[src/rtl/kmeans_pkg.sv]
// Shared widths, counts and FSM state encoding for the k-means mean-calculation block.
package kmeans_pkg;

    localparam int CENTROID_NUM     = 8;
    localparam int CORD_NUM         = 7;
    localparam int ACCUM_CORD_WIDTH = 22;
    localparam int CORDINATE_WIDTH  = 13;
    localparam int COUNT_WIDTH      = 10;
    localparam int DATA_WIDTH       = CORD_NUM * CORDINATE_WIDTH;

    // FSM state encoding, kept as plain constants for compatibility with older code
    localparam logic [2:0] ST_IDLE   = 3'd0;
    localparam logic [2:0] ST_LOAD   = 3'd1;
    localparam logic [2:0] ST_DIVIDE = 3'd2;
    localparam logic [2:0] ST_EMIT   = 3'd3;
    localparam logic [2:0] ST_FINISH = 3'd4;

    // Index width that never collapses to zero bits
    function automatic int clog2_min1(input int n);
        return (n > 1) ? $clog2(n) : 1;
    endfunction

endpackage

[src/rtl/mean_divider.sv]
// Restoring unsigned divider: one quotient bit per clock, DVD_W steps per division.
// quotient_next exposes the value the quotient register takes at the coming edge,
// so the caller can capture the finished result on the same edge the last bit lands.
module mean_divider
    import kmeans_pkg::*;
#(
    parameter int DVD_W = ACCUM_CORD_WIDTH,
    parameter int DVS_W = COUNT_WIDTH,
    parameter int Q_W   = CORDINATE_WIDTH
) (
    input  logic             clk,
    input  logic             rst_n,
    input  logic             load,
    input  logic [DVD_W-1:0] dividend,
    input  logic [DVS_W-1:0] divisor,
    output logic             busy,
    output logic             last_step,
    output logic [Q_W-1:0]   quotient_next
);

    localparam int CNT_W = $clog2(DVD_W + 1);

    logic [DVD_W-1:0] dvd_reg;
    logic [DVS_W-1:0] dvs_reg;
    logic [DVS_W-1:0] rem_reg;
    logic [DVD_W-1:0] quo_reg;
    logic [CNT_W-1:0] cnt_reg;

    logic [DVS_W:0]   trial;
    logic             ge;
    logic [DVS_W-1:0] rem_step;
    logic [DVD_W-1:0] quo_step;

    // One restoring step: shift in the next dividend bit, subtract if it fits
    always_comb begin
        trial    = {rem_reg, dvd_reg[DVD_W-1]};
        ge       = (trial >= {1'b0, dvs_reg});
        rem_step = ge ? DVS_W'(trial - {1'b0, dvs_reg}) : DVS_W'(trial);
        quo_step = {quo_reg[DVD_W-2:0], ge};
    end

    assign busy          = (cnt_reg != '0);
    assign last_step     = (cnt_reg == CNT_W'(1));
    assign quotient_next = quo_step[Q_W-1:0];

    // Operand capture on load, then iterate until the step counter empties
    always_ff @(posedge clk or negedge rst_n) begin
        if (!rst_n) begin
            dvd_reg <= '0;
            dvs_reg <= '0;
            rem_reg <= '0;
            quo_reg <= '0;
            cnt_reg <= '0;
        end else if (load) begin
            dvd_reg <= dividend;
            dvs_reg <= divisor;
            rem_reg <= '0;
            quo_reg <= '0;
            cnt_reg <= CNT_W'(DVD_W);
        end else if (busy) begin
            dvd_reg <= {dvd_reg[DVD_W-2:0], 1'b0};
            rem_reg <= rem_step;
            quo_reg <= quo_step;
            cnt_reg <= cnt_reg - CNT_W'(1);
        end
    end

endmodule

[src/rtl/new_means_calc_block.sv]
// Computes new centroid means: for each centroid, divides every accumulated coordinate
// sum by the centroid's point count (truncated to coordinate width) and emits the result.
module new_means_calc_block
    import kmeans_pkg::*;
#(
    parameter int centroid_num     = CENTROID_NUM,
    parameter int cord_num         = CORD_NUM,
    parameter int accum_cord_width = ACCUM_CORD_WIDTH,
    parameter int cordinate_width  = CORDINATE_WIDTH,
    parameter int count_width      = COUNT_WIDTH,
    parameter int dataWidth        = DATA_WIDTH
) (
    input  logic                                   clk,
    input  logic                                   rst_n,
    input  logic                                   start,
    output logic [clog2_min1(centroid_num)-1:0]    accum_sel,
    input  logic [cord_num*accum_cord_width-1:0]   accum_in,
    input  logic [count_width-1:0]                 count_in,
    output logic [dataWidth-1:0]                   new_centroid_out,
    output logic [clog2_min1(centroid_num)-1:0]    cent_num,
    output logic                                   divide_by_0,
    output logic                                   centroid_valid,
    output logic                                   busy,
    output logic                                   done
);

    localparam int SEL_W = clog2_min1(centroid_num);
    localparam logic [SEL_W-1:0] K_LAST = SEL_W'(centroid_num - 1);

    logic [2:0]       state_reg;
    logic [2:0]       state_next;
    logic [SEL_W-1:0] k_reg;

    logic [dataWidth-1:0] mean_out_reg;
    logic [SEL_W-1:0]     cent_num_reg;
    logic                 div0_reg;

    logic                 div_load;
    logic                 div_exit;
    logic [cord_num-1:0]  div_busy;
    logic [cord_num-1:0]  div_last;
    logic [dataWidth-1:0] div_q_next;

    assign div_load = (state_reg == ST_LOAD);
    // All dividers run in lockstep; leave DIVIDE when every one is on its final step
    assign div_exit = &(div_busy & div_last);

    generate
        for (genvar gi = 0; gi < cord_num; gi++) begin : g_div
            mean_divider #(
                .DVD_W (accum_cord_width),
                .DVS_W (count_width),
                .Q_W   (cordinate_width)
            ) u_div (
                .clk           (clk),
                .rst_n         (rst_n),
                .load          (div_load),
                .dividend      (accum_in[gi*accum_cord_width +: accum_cord_width]),
                .divisor       (count_in),
                .busy          (div_busy[gi]),
                .last_step     (div_last[gi]),
                .quotient_next (div_q_next[gi*cordinate_width +: cordinate_width])
            );
        end
    endgenerate

    // Next-state decode; start is only honoured from IDLE
    always_comb begin
        state_next = state_reg;
        case (state_reg)
            ST_IDLE:   if (start) state_next = ST_LOAD;
            ST_LOAD:   state_next = (count_in != '0) ? ST_DIVIDE : ST_EMIT;
            ST_DIVIDE: if (div_exit) state_next = ST_EMIT;
            ST_EMIT:   state_next = (k_reg == K_LAST) ? ST_FINISH : ST_LOAD;
            ST_FINISH: state_next = ST_IDLE;
            default:   state_next = ST_IDLE;
        endcase
    end

    // State register and centroid index; k saturates at the last centroid
    always_ff @(posedge clk or negedge rst_n) begin
        if (!rst_n) begin
            state_reg <= ST_IDLE;
            k_reg     <= '0;
        end else begin
            state_reg <= state_next;
            if (state_reg == ST_IDLE && start)
                k_reg <= '0;
            else if (state_reg == ST_EMIT && k_reg != K_LAST)
                k_reg <= k_reg + SEL_W'(1);
        end
    end

    // Result registers, loaded on the edge that enters EMIT and held until the next one
    always_ff @(posedge clk or negedge rst_n) begin
        if (!rst_n) begin
            mean_out_reg <= '0;
            cent_num_reg <= '0;
            div0_reg     <= 1'b0;
        end else if (state_reg == ST_LOAD && count_in == '0) begin
            mean_out_reg <= '0;
            cent_num_reg <= k_reg;
            div0_reg     <= 1'b1;
        end else if (state_reg == ST_DIVIDE && div_exit) begin
            mean_out_reg <= div_q_next;
            cent_num_reg <= k_reg;
            div0_reg     <= 1'b0;
        end
    end

    assign accum_sel        = k_reg;
    assign new_centroid_out = mean_out_reg;
    assign cent_num         = cent_num_reg;
    assign divide_by_0      = div0_reg;
    assign centroid_valid   = (state_reg == ST_EMIT);
    assign busy             = (state_reg != ST_IDLE);
    assign done             = (state_reg == ST_FINISH);

endmodule

[config.mk]
export PLATFORM = sky130hd
export DESIGN_NAME = new_means_calc_block
export DESIGN_NICKNAME = d
export VERILOG_FILES = /design/src/rtl/kmeans_pkg.sv /design/src/rtl/mean_divider.sv /design/src/rtl/new_means_calc_block.sv
export SDC_FILE = /design/constraint.sdc
export NUM_CORES = 1
export LEC_CHECK = 0
export CORE_ASPECT_RATIO = 1.75
export CORE_MARGIN = 4
export CORE_UTILIZATION = 55
export CTS_CLUSTER_SIZE = 14
export DETAILED_ROUTE_END_ITERATION = 16
export PLACE_DENSITY_LB_ADDON = 0.2
export SETUP_SLACK_MARGIN = 0.2
export SLEW_MARGIN = 20
export SYNTH_ARGS = -nofsm -noshare
export SYNTH_HDL_FRONTEND = slang
export SYNTH_SLANG_ARGS = --single-unit
[constraint.sdc]
create_clock -name clk -period 5.1 [get_ports clk]
set_clock_uncertainty 0.05 [all_clocks]
set_input_delay 1.02 -clock clk [delete_from_list [all_inputs] [get_ports clk]]
set_output_delay 1.02 -clock clk [all_outputs]
set_load 0.05 [all_outputs]
## Word-level counts from Yosys, hierarchy flattened

Index checks and enable logic that the tools add are counted.

| word-level totals | value |
|---|---|
| flip-flop bits (word level) | 454 |
| input port bits | 167 |
| output and inout bits | 101 |
| word-level logic and storage cells | 174 |

| operators by class | value |
|---|---|
| equality and inequality tests | 15 |
| mux-type cells | 76 |
| $lt $le $gt $ge | 7 |
| add/subtract/negate cells | 15 |
| bitwise logic cells | 1 |
| reductions and logical operators | 26 |

Operator list:

| kind | count |
|---|---|
| $mux 22 | 14 |
| $mux 10 | 21 |
| $mux 91 | 2 |
| $mux 12 | 14 |
| $ge 11x10->1 | 7 |
| $mux 5 | 14 |
| $sub 10x10->10 | 7 |
| $eq 5x1->1 const B | 7 |
| $reduce_bool 5->1 | 7 |
| $sub 5x1->5 const B | 7 |
| $mux 3 | 7 |
| $reduce_bool 2->1 | 9 |
| $pmux 3 s4 | 1 |
| $logic_not 10->1 | 1 |
| $reduce_bool 10->1 | 1 |
| $and 7x7->7 | 1 |
| $reduce_and 7->1 | 1 |
| $eq 3x2->1 const B | 2 |
| $eq 3x3->1 const B | 2 |
| $logic_and 1x1->1 | 4 |
| $ne 2x2->1 const B | 2 |
| $add 3x1->3 const B | 1 |
| $eq 3x1->1 const B | 1 |
| $logic_not 3->1 | 1 |
| other kinds (4) | 6 |

## Longest topological paths before layout

Gate-level depths: netlist of the first run.

| logic depth | value |
|---|---|
| depth after elaboration | 6 |
| depth in mapped cells | 12 |
| gate-level depth less buffers | 9 |

## Hierarchy

From an unflattened synthesis of the first run, not the netlist that was laid out.

| second synthesis, totals | value |
|---|---|
| cell total of the unflattened synthesis | 2745 |
| area total of the unflattened synthesis | 26101.3 um2 |

By module, submodules not included:

| module | area an instance (um2) | cells each | times used |
|---|---|---|---|
| mean_divider at g_div[0].u_div ... | 3129.3 | 327 | 6 |
| new_means_calc_block | 4266.6 | 455 | 1 |
| mean_divider at g_div[2].u_div | 3059.2 | 328 | 1 |

## Worst setup path before layout of the first run

No wires, ideal clock.

| path | value |
|---|---|
| path kind | register to output |
| start point | register state_reg[2] |
| end point | output done |
| cell stages (with the launch flop) | 3 |
| buffers on the path | 1 |
| required time | 4.030 ns |
| slack | 2.314 ns |
| arrival | 1.716 ns |
| cells stage by stage | dfrtp_1 -> clkbuf_1 -> nor3b_1 |

| between the ends | value |
|---|---|
| longest elaborated chain between the ends | 1 |

RTL lines:

| item | line | source |
|---|---|---|
| start, declared | new_means_calc_block.sv:30 | `logic [2:0] state_reg;` |
| start signal, assigned | new_means_calc_block.sv:86 | `state_reg <= state_next;` |
| $eq 3x3->1 | new_means_calc_block.sv:117 | `assign done = (state_reg == ST_FINISH);` |
| end, declared | new_means_calc_block.sv:24 | `output logic done` |

No other way between the ends.

## Final worst setup path of the first run

| path | value |
|---|---|
| start point | register g_div[1].u_div.cnt_reg[0] |
| end point | register mean_out_reg[39] (netlist: new_centroid_out[39]) |

| between the ends | value |
|---|---|
| longest elaborated chain between the ends | 5 |
| elaborated cells between the ends (all ways) | 6 |
| classes of those cells | 1 x eq/ne; 1 x bitwise; 4 x reduce/logical |

RTL lines:

| item | line | source |
|---|---|---|
| start, declared | mean_divider.sv:27 | `logic [CNT_W-1:0] cnt_reg;` |
| start signal, assigned | mean_divider.sv:59 | `cnt_reg <= CNT_W'(DVD_W);` |
| start signal, assigned | mean_divider.sv:64 | `cnt_reg <= cnt_reg - CNT_W'(1);` |
| $eq 5x1->1 / $reduce_bool 5->1 (equally long branches) | mean_divider.sv:43, mean_divider.sv:42 |  |
| $and 7x7->7 (*) | new_means_calc_block.sv:46 | `assign div_exit = &(div_busy & div_last);` |
| $reduce_and 7->1 (*) | new_means_calc_block.sv:46 |  |
| $logic_and 1x1->1 (*) | new_means_calc_block.sv:104 | `end else if (state_reg == ST_DIVIDE && div_exit) begin` |
| $reduce_bool 2->1 (no source line) (*) | -- |  |
| end signal, assigned | new_means_calc_block.sv:105 | `mean_out_reg <= div_q_next;` |
| end, declared | new_means_calc_block.sv:34 | `logic [dataWidth-1:0] mean_out_reg;` |

Mark *: on every way between the ends. The rest lies on a longest branch, timed or not.
A chain may end at the register's enable or synchronous reset.

==> impl_metrics.env, run 1 <==
export IMPL_ys_seq_area_share_pct=49.29
export IMPL_whs_path_depth=2
export IMPL_cts_sinks=454
export IMPL_start_util_pct=55.38
export IMPL_cts_max_level=2
export IMPL_final_hold_viol_count=0
export IMPL_wl_mm=59.28
export IMPL_area_growth_pct=19.58
export IMPL_tightest_slew_ps=1115
export IMPL_grt_pass1_vias=19510
export IMPL_cts_inserted_buffers=43
export IMPL_finalCritPeriodShare_pct=70.68
export IMPL_cts_hold_buffers_added=0
export IMPL_finalCriticalPeriod_ps=3605
export IMPL_die_w_um=162.8
export IMPL_rows=99
export IMPL_r2r_end="new_centroid_out[39]"
export IMPL_fp_coreArea_um2=41620
export IMPL_r2r_worst_path_cells=10
export IMPL_min_delay_start="divide_by_0"
export IMPL_antenna_found_initial=0
export IMPL_cts_setup_buffers=0
export IMPL_rsz0062_at_grt="no"
export IMPL_grt_ovfl_total=0
export IMPL_status="completed"
export IMPL_clk_insertion_delay_late_ps=560
export IMPL_worstReg2RegStart="g_div[1].u_div.cnt_reg[0]"
export IMPL_synth_flop_cell="dfrtp_1"
export IMPL_die_h_um=278.8
export IMPL_drv_cap=0
export IMPL_clkTransAtPathRegs_ps=70
export IMPL_yosysWarningCount=0
export IMPL_start_kind="flop"
export IMPL_clockBufferDepth=3
export IMPL_largest_reg_flops=154
export IMPL_synth_edff_count=0
export IMPL_cts_tree="yes"
export IMPL_drv_slew=0
export IMPL_io_pins=268
export IMPL_postRouteAntennaNets=0
export IMPL_synthCells=2626
export IMPL_yosys_cell_types_count=72
export IMPL_drtIter0Drc=1345
export IMPL_port_buffers=267
export IMPL_wire_per_inst_um=17.46
export IMPL_end_kind="flop"
export IMPL_syn_avg_cell_area_um2=8.778
export IMPL_power_density_nw_per_um2=645.6
export IMPL_synth_fp_nets=2893
export IMPL_syn_area_um2=23050
export IMPL_ys_seq_elements=454
export IMPL_dp_hpwl_mm=39.18
export IMPL_fin_nets=3077
export IMPL_r2r_slack_ps=1500
export IMPL_dieArea_um2=45380
export IMPL_setup_violations=0
export IMPL_via_per_inst=5.816
export IMPL_drive_gt1_share_pct=5.563
export IMPL_gp_congestion=0.9220
export IMPL_dp_slack_ps=1515
export IMPL_path_class="flop to flop"
export IMPL_fin_ws_ps=1495
export IMPL_drt_pass1_iter_count=5
export IMPL_grt_max_degree=151
export IMPL_tns_ps=0
export IMPL_hold_end="divide_by_0"
export IMPL_drc=0
export IMPL_path_max_fanout=62
export IMPL_ir_worst_vdd_v=0.0003618
export IMPL_slew_headroom_pct=25.43
export IMPL_antenna_cells=0
export IMPL_grtUsageTotal_pct=25.73
export IMPL_cts_root_buf="clkbuf_16"
export IMPL_utilization_pct=66.23
export IMPL_hp_class="flop to flop"
export IMPL_cts_resized=0
export IMPL_fmax_mhz=277.4
export IMPL_required_ps=5460
export IMPL_num_vias=19750
export IMPL_p_leak_nw=12.32
export IMPL_grt_pass1_wl_mm=97.17
export IMPL_cp_arrival_ps=3960
export IMPL_async_flop_share_pct=100.0
-- cells in the final DEF, fill, tap and decap left out, types with 21 or more instances in the layout --
master           instances
xnor2_1                 35
o21ai_0                109
nand2_1                697
buf_4                   24
clkbuf_16               45
nand3_1                 77
a31oi_1                165
nor3_1                  29
clkdlybuf4s50_1        266
mux2i_1                 38
ha_1                    93
a21oi_1                172
nand3_2                 30
dfrtp_1                454
inv_1                   53
nand2b_1                21
nor2_1                 239
-- how the worst max path moves through the flow --
| stage | startpoint | to | slack, ps | cells past startpoint |
|---|---|---|---|---|
| final | g_div[1].u_div.cnt_reg[0] | new_centroid_out[39] | 1500 | 10 |
| after global placement | g_div[1].u_div.cnt_reg[0] | new_centroid_out[39] | 1660 | 10 |
| after CTS | g_div[1].u_div.cnt_reg[0] | new_centroid_out[39] | 1500 | 10 |
| after global routing | g_div[1].u_div.cnt_reg[0] | new_centroid_out[39] | 1300 | 10 |
| after detailed placement | g_div[1].u_div.cnt_reg[0] | new_centroid_out[39] | 1520 | 10 |
| after floorplan | state_reg[2] | done | 2310 | 2 |
-- report_power, final --
group	leakage (nW)	internal [mW]	switching (mW)	total [mW]
combinational	6.41	3.66	5.02	8.68
sequential	5.21	4.96	0.925	5.88
clock	0.695	1.83	1.41	3.23
-- worst max-delay path, stage by stage (launching register included) --
cell and delay (ps):
dfrtp_1 410, inv_1 100, ha_1 230, or4b_1 160, buf_4 450, nand4b_1 180, or4_4 560, or3_4 540
buf_4 420, nand3_1 190, o21ai_0 90
-- layout make-up --
cell class	instances	area [um2]
multi-input combinational	1959	10880
tap	555	694.4
sequential	454	11360
clock buffer	60	1252
clock inverter	15	156.4
timing repair buffer	299	3018
fill	3501	14060
inverter	53	198.9
-- kinds of logic (layout without fill, tap and decap cells) --
family                   after synthesis  count (layout)  share of synthesized area (%)
multiplexers                          46              46                          2.041
XOR/XNOR                              49              49                          1.862
AND/OR/NAND/NOR                     1201            1201                          22.71
AO/OA/AOI/OAI                        563             563                          14.76
buffers and inverters                213             427                          3.686
flip-flops                           454             454                          49.29
adder cells (fa/ha/maj)              100             100                          5.656
-- metal layers --
layer | vias to the layer above | track usage, % | wire length [um]
met2 | 543 | 45.90 | 30600
li1 | 9404 | - | -
met1 | 9670 | 31.32 | 23040
met5 | - | 0 | 0
met3 | 128 | 2.909 | 2938
met4 | 0 | 11.24 | 2704
-- Yosys cell counts, types with 6 or more instances --
library cell	instances	area [um2]
nor2b_1	11	68.82
a22o_1	10	87.58
nand2_1	699	2624
nor4_1	11	68.82
clkbuf_1	123	461.7
nand4_1	9	56.30
buf_2	10	50.05
and3_1	8	50.05
fa_1	7	140.1
mux2i_1	38	380.4
inv_1	53	198.9
nor4b_1	6	52.55
xor2_1	14	122.6
nand3_1	77	385.4
o31ai_1	12	90.09
o21a_1	9	67.56
nand2b_1	21	131.4
buf_1	22	82.58
o211ai_1	12	90.09
xnor2_1	35	306.5
mux2_2	8	90.09
dfrtp_1	454	11360
ha_1	93	1164
nor2_1	239	897.1
a211oi_1	15	112.6
a21oi_1	172	860.8
o21ai_0	109	545.5
nand3_2	30	300.3
a21o_1	10	75.07
a31oi_1	165	1032
and4_1	8	70.07
nor3_1	29	145.1
or3_1	18	112.6
and2_1	9	56.30
-- metrics by stage --
step	instances	area (um2)	hold slack (ps)	total power, mW
after CTS	3395	27560	424.0	17.85
after global routing	3395	27560	454.4	19.22
after detailed placement	3320	26160	408.7	14.52
final	3395	27560	423.9	17.80
after global placement	3320	26160	404.3	14.14
after floorplan	2626	23050	395.7	12.34
Note: power is estimated with default switching activity, not from simulation.
==> inputs of run 2 (changes only) <==
--- a/config.mk
+++ b/config.mk
@@ -7,7 +7,7 @@
 export LEC_CHECK = 0
 export CORE_ASPECT_RATIO = 1.75
 export CORE_MARGIN = 4
-export CORE_UTILIZATION = 55
+export CORE_UTILIZATION = 51
 export CTS_CLUSTER_SIZE = 14
 export DETAILED_ROUTE_END_ITERATION = 16
 export PLACE_DENSITY_LB_ADDON = 0.2
==> constraint.sdc (replaced) <==
create_clock -name clk -period 3.1 [get_ports clk]
set_clock_uncertainty 0.05 [all_clocks]
set_input_delay 0.62 -clock clk [delete_from_list [all_inputs] [get_ports clk]]
set_output_delay 0.62 -clock clk [all_outputs]
set_load 0.05 [all_outputs]
==> impl_metrics.env, run 2 (synthesis results as in run 1) <==
export IMPL_end_kind="flop"
export IMPL_fp_coreArea_um2=44540
export IMPL_finalCriticalPeriod_ps=2812
export IMPL_status="completed"
export IMPL_slew_headroom_pct=48.23
export IMPL_fin_nets=3114
export IMPL_r2r_worst_path_cells=8
export IMPL_drive_gt1_share_pct=6.783
export IMPL_met2_length_mm=31.64
export IMPL_hold_end="divide_by_0"
export IMPL_wire_per_inst_um=17.32
export IMPL_path_class="flop to flop"
export IMPL_clockBufferDepth=3
export IMPL_grt_pass1_vias=19360
export IMPL_grtUsageTotal_pct=23.76
export IMPL_routed_wl_met3_mm=2.367
export IMPL_p_clk_share_pct=17.7
export IMPL_p_int_mw=17.62
export IMPL_drc=0
export IMPL_rows=102
export IMPL_antenna_cells=0
export IMPL_area_growth_pct=21.31
export IMPL_final_hold_viol_count=0
export IMPL_ir_worst_vdd_v=0.0005195
export IMPL_cts_inserted_buffers=43
export IMPL_io_pins=268
export IMPL_tightest_slew_ps=774.1
export IMPL_r2r_slack_ps=290
export IMPL_rsz0062_at_grt="yes"
export IMPL_fmax_mhz=355.7
export IMPL_port_buffers=267
export IMPL_fin_ws_ps=288.3
export IMPL_antenna_found_initial=0
export IMPL_tns_ps=0
export IMPL_grt_max_degree=119
export IMPL_cts_root_buf="clkbuf_16"
export IMPL_clk_insertion_delay_late_ps=560
export IMPL_p_seq_share_pct=32.5
export IMPL_cp_arrival_ps=3210
export IMPL_wirelength_met1_mm=23.71
export IMPL_gp_congestion=0.9035
export IMPL_cts_sinks=454
export IMPL_drt_pass1_iter_count=5
export IMPL_drv_cap=0
export IMPL_cts_max_level=2
export IMPL_dp_slack_ps=221.6
export IMPL_top_layer_used="met4"
export IMPL_die_h_um=289.2
export IMPL_cts_tree="yes"
export IMPL_finalCritPeriodShare_pct=90.70
export IMPL_finalPower_mw=29.76
export IMPL_p_switching_mw=12.14
export IMPL_required_ps=3500
export IMPL_num_vias=19690
export IMPL_start_util_pct=51.75
export IMPL_layout_commonest_cell="nand2_1"
export IMPL_postRouteAntennaNets=0
export IMPL_min_delay_start="divide_by_0"
export IMPL_wl_mm=59.70
export IMPL_die_w_um=168.7
export IMPL_whs_path_depth=2
export IMPL_start_kind="flop"
export IMPL_drv_slew=0
export IMPL_grt_ovfl_total=0
export IMPL_hp_class="flop to flop"
export IMPL_largest_reg_flops=154
export IMPL_fin_hold_ws_ps=422.6
export IMPL_drtIter0Drc=1184
export IMPL_setup_violations=0
export IMPL_clkTransAtPathRegs_ps=70
export IMPL_power_density_nw_per_um2=1064
export IMPL_worstReg2RegStart="g_div[6].u_div.cnt_reg[0]"
export IMPL_dieArea_um2=48800
export IMPL_p_leak_nw=12.55
export IMPL_dp_hpwl_mm=41.11
export IMPL_grt_pass1_wl_mm=96.66
export IMPL_p_sw_share_pct=40.80
export IMPL_via_per_inst=5.712
export IMPL_path_max_fanout=5
export IMPL_r2r_end="cent_num[2]"
export IMPL_pwr_share_comb_pct=49.8
export IMPL_final_cell_mix="nand2_1 (695), dfrtp_1 (454), clkdlybuf4s50_1 (263)"
[run 2: per-stage QoR]
| step | cell area (um2) | util, % | cells |
|---|---|---|---|
| 2_1_floorplan | 23050 | - | 2626 |
| 5_1_grt | 27960 | 62.78 | 3447 |
| 3_5_place_dp | 26520 | 59.54 | 3371 |
| 4_1_cts | 27910 | 62.66 | 3445 |
| 6_report | 27960 | 62.78 | 3447 |
| 3_3_place_gp | 26520 | 59.54 | 3371 |
[run 2: final cells by class]
type	instances	area [um2]
clock buffer	68	1300
clock inverter	5	78.83
fill	3797	16580
inverter	53	198.9
multi-input combinational	1959	10920
sequential	454	11360
tap	572	715.7
timing repair buffer	336	3390
[run 2: worst max path at each step]
stage                                   start                        end  slack [ps]  cells after the start
floorplan           g_div[4].u_div.dvs_reg[1]  g_div[1].u_div.rem_reg[3]         410                      9
global placement    g_div[6].u_div.cnt_reg[0]                cent_num[2]         290                      8
detailed placement  g_div[6].u_div.cnt_reg[0]                cent_num[2]         220                      8
CTS                 g_div[6].u_div.cnt_reg[0]                cent_num[2]         210                      8
global route        g_div[4].u_div.dvs_reg[3]  g_div[0].u_div.rem_reg[5]         190                      9
finish              g_div[6].u_div.cnt_reg[0]                cent_num[2]         290                      8
[run 2: power groups by stage]
| stage | logic (mW) | registers (mW) | clock network, mW |
|---|---|---|---|
| floorplan | 10.8 | 9.46 | 0 |
| global placement | 14.2 | 9.62 | 0 |
| detailed placement | 14.7 | 9.71 | 0 |
| CTS | 14.8 | 9.65 | 5.40 |
| global route | 16.5 | 9.94 | 5.62 |
| finish | 14.8 | 9.66 | 5.27 |
[run 2: metal layers]
metal	GRT usage (%)	up-vias
li1	-	9458
met1	28.23	9656
met2	44.24	472
met3	2.812	104
met4	8.122	0
met5	0	-
[run 2: critical path, stage by stage (launching register included)]
cell,delay [ps]
dfrtp_1,380
inv_1,100
ha_1,240
nor4b_2,170
or3_1,360
or4_4,490
or3_4,440
nand2_2,120
mux2_2,360
[run 2: what timing repair did]
item	4_1_cts	5_1_grt
endpoints found under the hold margin	6	0
pin swaps	0	1
setup buffers	0	2
hold buffers	1	0
cloned	0	0
endpoints found under the setup margin	1	93
gates resized for setup	1	9
==> inputs of run 3 (changes only) <==
--- a/config.mk
+++ b/config.mk
@@ -10,8 +10,10 @@
 export CORE_UTILIZATION = 51
 export CTS_CLUSTER_SIZE = 14
 export DETAILED_ROUTE_END_ITERATION = 16
+export MAX_ROUTING_LAYER = met4
 export PLACE_DENSITY_LB_ADDON = 0.2
 export SETUP_SLACK_MARGIN = 0.2
+export SKIP_LAST_GASP = 1
 export SLEW_MARGIN = 20
 export SYNTH_ARGS = -nofsm -noshare
 export SYNTH_HDL_FRONTEND = slang
==> impl_metrics.env, run 3 (synthesis results as in run 1) <==
export IMPL_antenna_found_initial=2
export IMPL_tightest_slew_ps=800.4
export IMPL_drv_cap=0
export IMPL_via_per_inst=5.701
export IMPL_drv_slew=0
export IMPL_final_cell_mix="nand2_1 (695), dfrtp_1 (454), clkdlybuf4s50_1 (263)"
export IMPL_max_stage_delay_ps=470
export IMPL_cts_inserted_buffers=43
export IMPL_drt_pass1_iter_count=5
export IMPL_cp_slowest_cell="or4_4"
export IMPL_grtUsageTotal_pct=24.70
export IMPL_grt_max_degree=128
export IMPL_die_h_um=289.2
export IMPL_rows=102
export IMPL_p_seq_share_pct=32.4
export IMPL_power_density_nw_per_um2=1062
export IMPL_fmax_mhz=354.6
export IMPL_status="completed"
export IMPL_fp_coreArea_um2=44540
export IMPL_final_hold_viol_count=0
export IMPL_rsz0062_at_grt="yes"
export IMPL_io_pins=268
export IMPL_p_int_mw=17.64
export IMPL_path_max_fanout=5
export IMPL_clk_insertion_delay_late_ps=570
export IMPL_hp_class="primary input to async pin"
export IMPL_start_kind="flop"
export IMPL_wire_per_inst_um=17.27
export IMPL_area_growth_pct=21.70
export IMPL_ir_worst_vdd_v=0.0006560
export IMPL_fin_nets=3122
export IMPL_finalPower_mw=29.80
export IMPL_dieArea_um2=48800
export IMPL_p_sw_share_pct=40.81
export IMPL_largest_reg_flops=154
export IMPL_grt_pass1_vias=19660
export IMPL_dp_hpwl_mm=41.21
export IMPL_path_class="flop to flop"
export IMPL_required_ps=3500
export IMPL_grt_pass1_wl_mm=97.54
export IMPL_num_vias=19720
export IMPL_p_leak_nw=12.58
export IMPL_tns_ps=0
export IMPL_p_switching_mw=12.16
export IMPL_cts_tree="yes"
export IMPL_cts_sinks=454
export IMPL_pwr_share_comb_pct=49.7
export IMPL_layout_commonest_cell="nand2_1"
export IMPL_clockBufferDepth=3
export IMPL_end_kind="flop"
export IMPL_cts_max_level=2
export IMPL_start_util_pct=51.75
export IMPL_drtIter0Drc=1123
export IMPL_grt_ovfl_total=0
export IMPL_finalCritPeriodShare_pct=90.97
export IMPL_finalCriticalPeriod_ps=2820
export IMPL_cts_root_buf="clkbuf_16"
export IMPL_slew_headroom_pct=46.47
export IMPL_postRouteAntennaNets=0
export IMPL_drive_gt1_share_pct=7.346
export IMPL_wl_mm=59.74
export IMPL_p_clk_share_pct=17.9
export IMPL_clkTransAtPathRegs_ps=70
export IMPL_gp_congestion=0.9039
export IMPL_die_w_um=168.7
export IMPL_drc=0
export IMPL_cp_arrival_ps=3220
export IMPL_port_buffers=267
export IMPL_path_cells="inv_1, ha_1, nor4b_2, or3_1, or4_4, or3_4, nand2_2, mux2_2"
export IMPL_setup_violations=0
-- run 3: cell count changes in the layout (fill, tap and decap cells not counted), sizes merged --
cell         before  now
buf              69   78
clkbuf           68   61
inv              54   51
clkinvlp          0    4
dlygate4sd3       1    0
diode             0    2
clkinv            2   11
-- run 3: area by class of cell --
type                            instances  area (um2)
Antenna cell                            2       5.005
Tap cell                              572       715.7
Fill cell                            3728       16490
Clock buffer                           61        1265
Inverter                               53       210.2
Timing Repair Buffer                  344        3460
Sequential cell                       454       11360
Multi-Input combinational cell       1959       10890
Clock inverter                         15       142.6
-- run 3: power groups by stage --
stage / clock [mW] / sequential [mW] / combinational, mW
after CTS: 5.45 / 9.64 / 14.7
after detailed placement: 0 / 9.72 / 14.6
final: 5.33 / 9.67 / 14.8
after floorplan: 0 / 9.46 / 10.8
after global placement: 0 / 9.63 / 14.1
after global routing: 5.68 / 9.95 / 16.6
-- run 3: repair_timing --
item | in CTS | in global routing
resized for setup | 1 | 8
endpoints found under the setup margin | 2 | 16
endpoints found under the hold margin | 0 | 0
setup buffers | 2 | 7
hold buffers | 0 | 0
pin swaps | 1 | 0
-- run 3: path summary, 6_finish.rpt --
kind / slack, ps / start / cells past startpoint / endpoint
worst max-delay path: 280 / g_div[6].u_div.cnt_reg[0] / 8 / cent_num[2]
worst min-delay path: 40 / rst_n / 1 / accum_sel[1]
worst max register to register: 280 / g_div[6].u_div.cnt_reg[0] / 8 / cent_num[2]
worst min register to register: 430 / g_div[4].u_div.quo_reg[11] / 2 / new_centroid_out[64]
max in group asynchronous: 2130 / rst_n / 2 / g_div[4].u_div.dvd_reg[4]
min in group clk: 430 / g_div[4].u_div.quo_reg[11] / 2 / new_centroid_out[64]
-- run 3: worst max-delay path, delay by kind of cell (launching register included) --
| family | cells | cell delay [ps] |
|---|---|---|
| flops | 1 | 380 |
| simple gates | 5 | 1560 |
| buf+inv | 1 | 100 |
| fa+ha+maj | 1 | 240 |
| mux | 1 | 360 |
-- run 3: routing by layer --
metal | vias up | global-route usage (%) | routed length (um)
met5 | - | - | 0
met1 | 9673 | 28.58 | 23910
met2 | 452 | 44.21 | 31450
met4 | 0 | 9.239 | 2153
li1 | 9478 | - | -
met3 | 121 | 2.635 | 2228
-- run 3: per-stage QoR --
step                setup slack, ps  cell area (um2)  cells  hold WS, ps  util [%]
floorplan                     406.7            23050   2626        274.4         -
detailed placement            214.4            26530   3373        410.7     59.57
finish                        280.0            28050   3460        35.44     62.98
CTS                           216.7            27960   3451        61.50     62.76
global route                  184.8            28050   3460        92.54     62.98
global placement              299.1            26530   3373        410.4     59.57
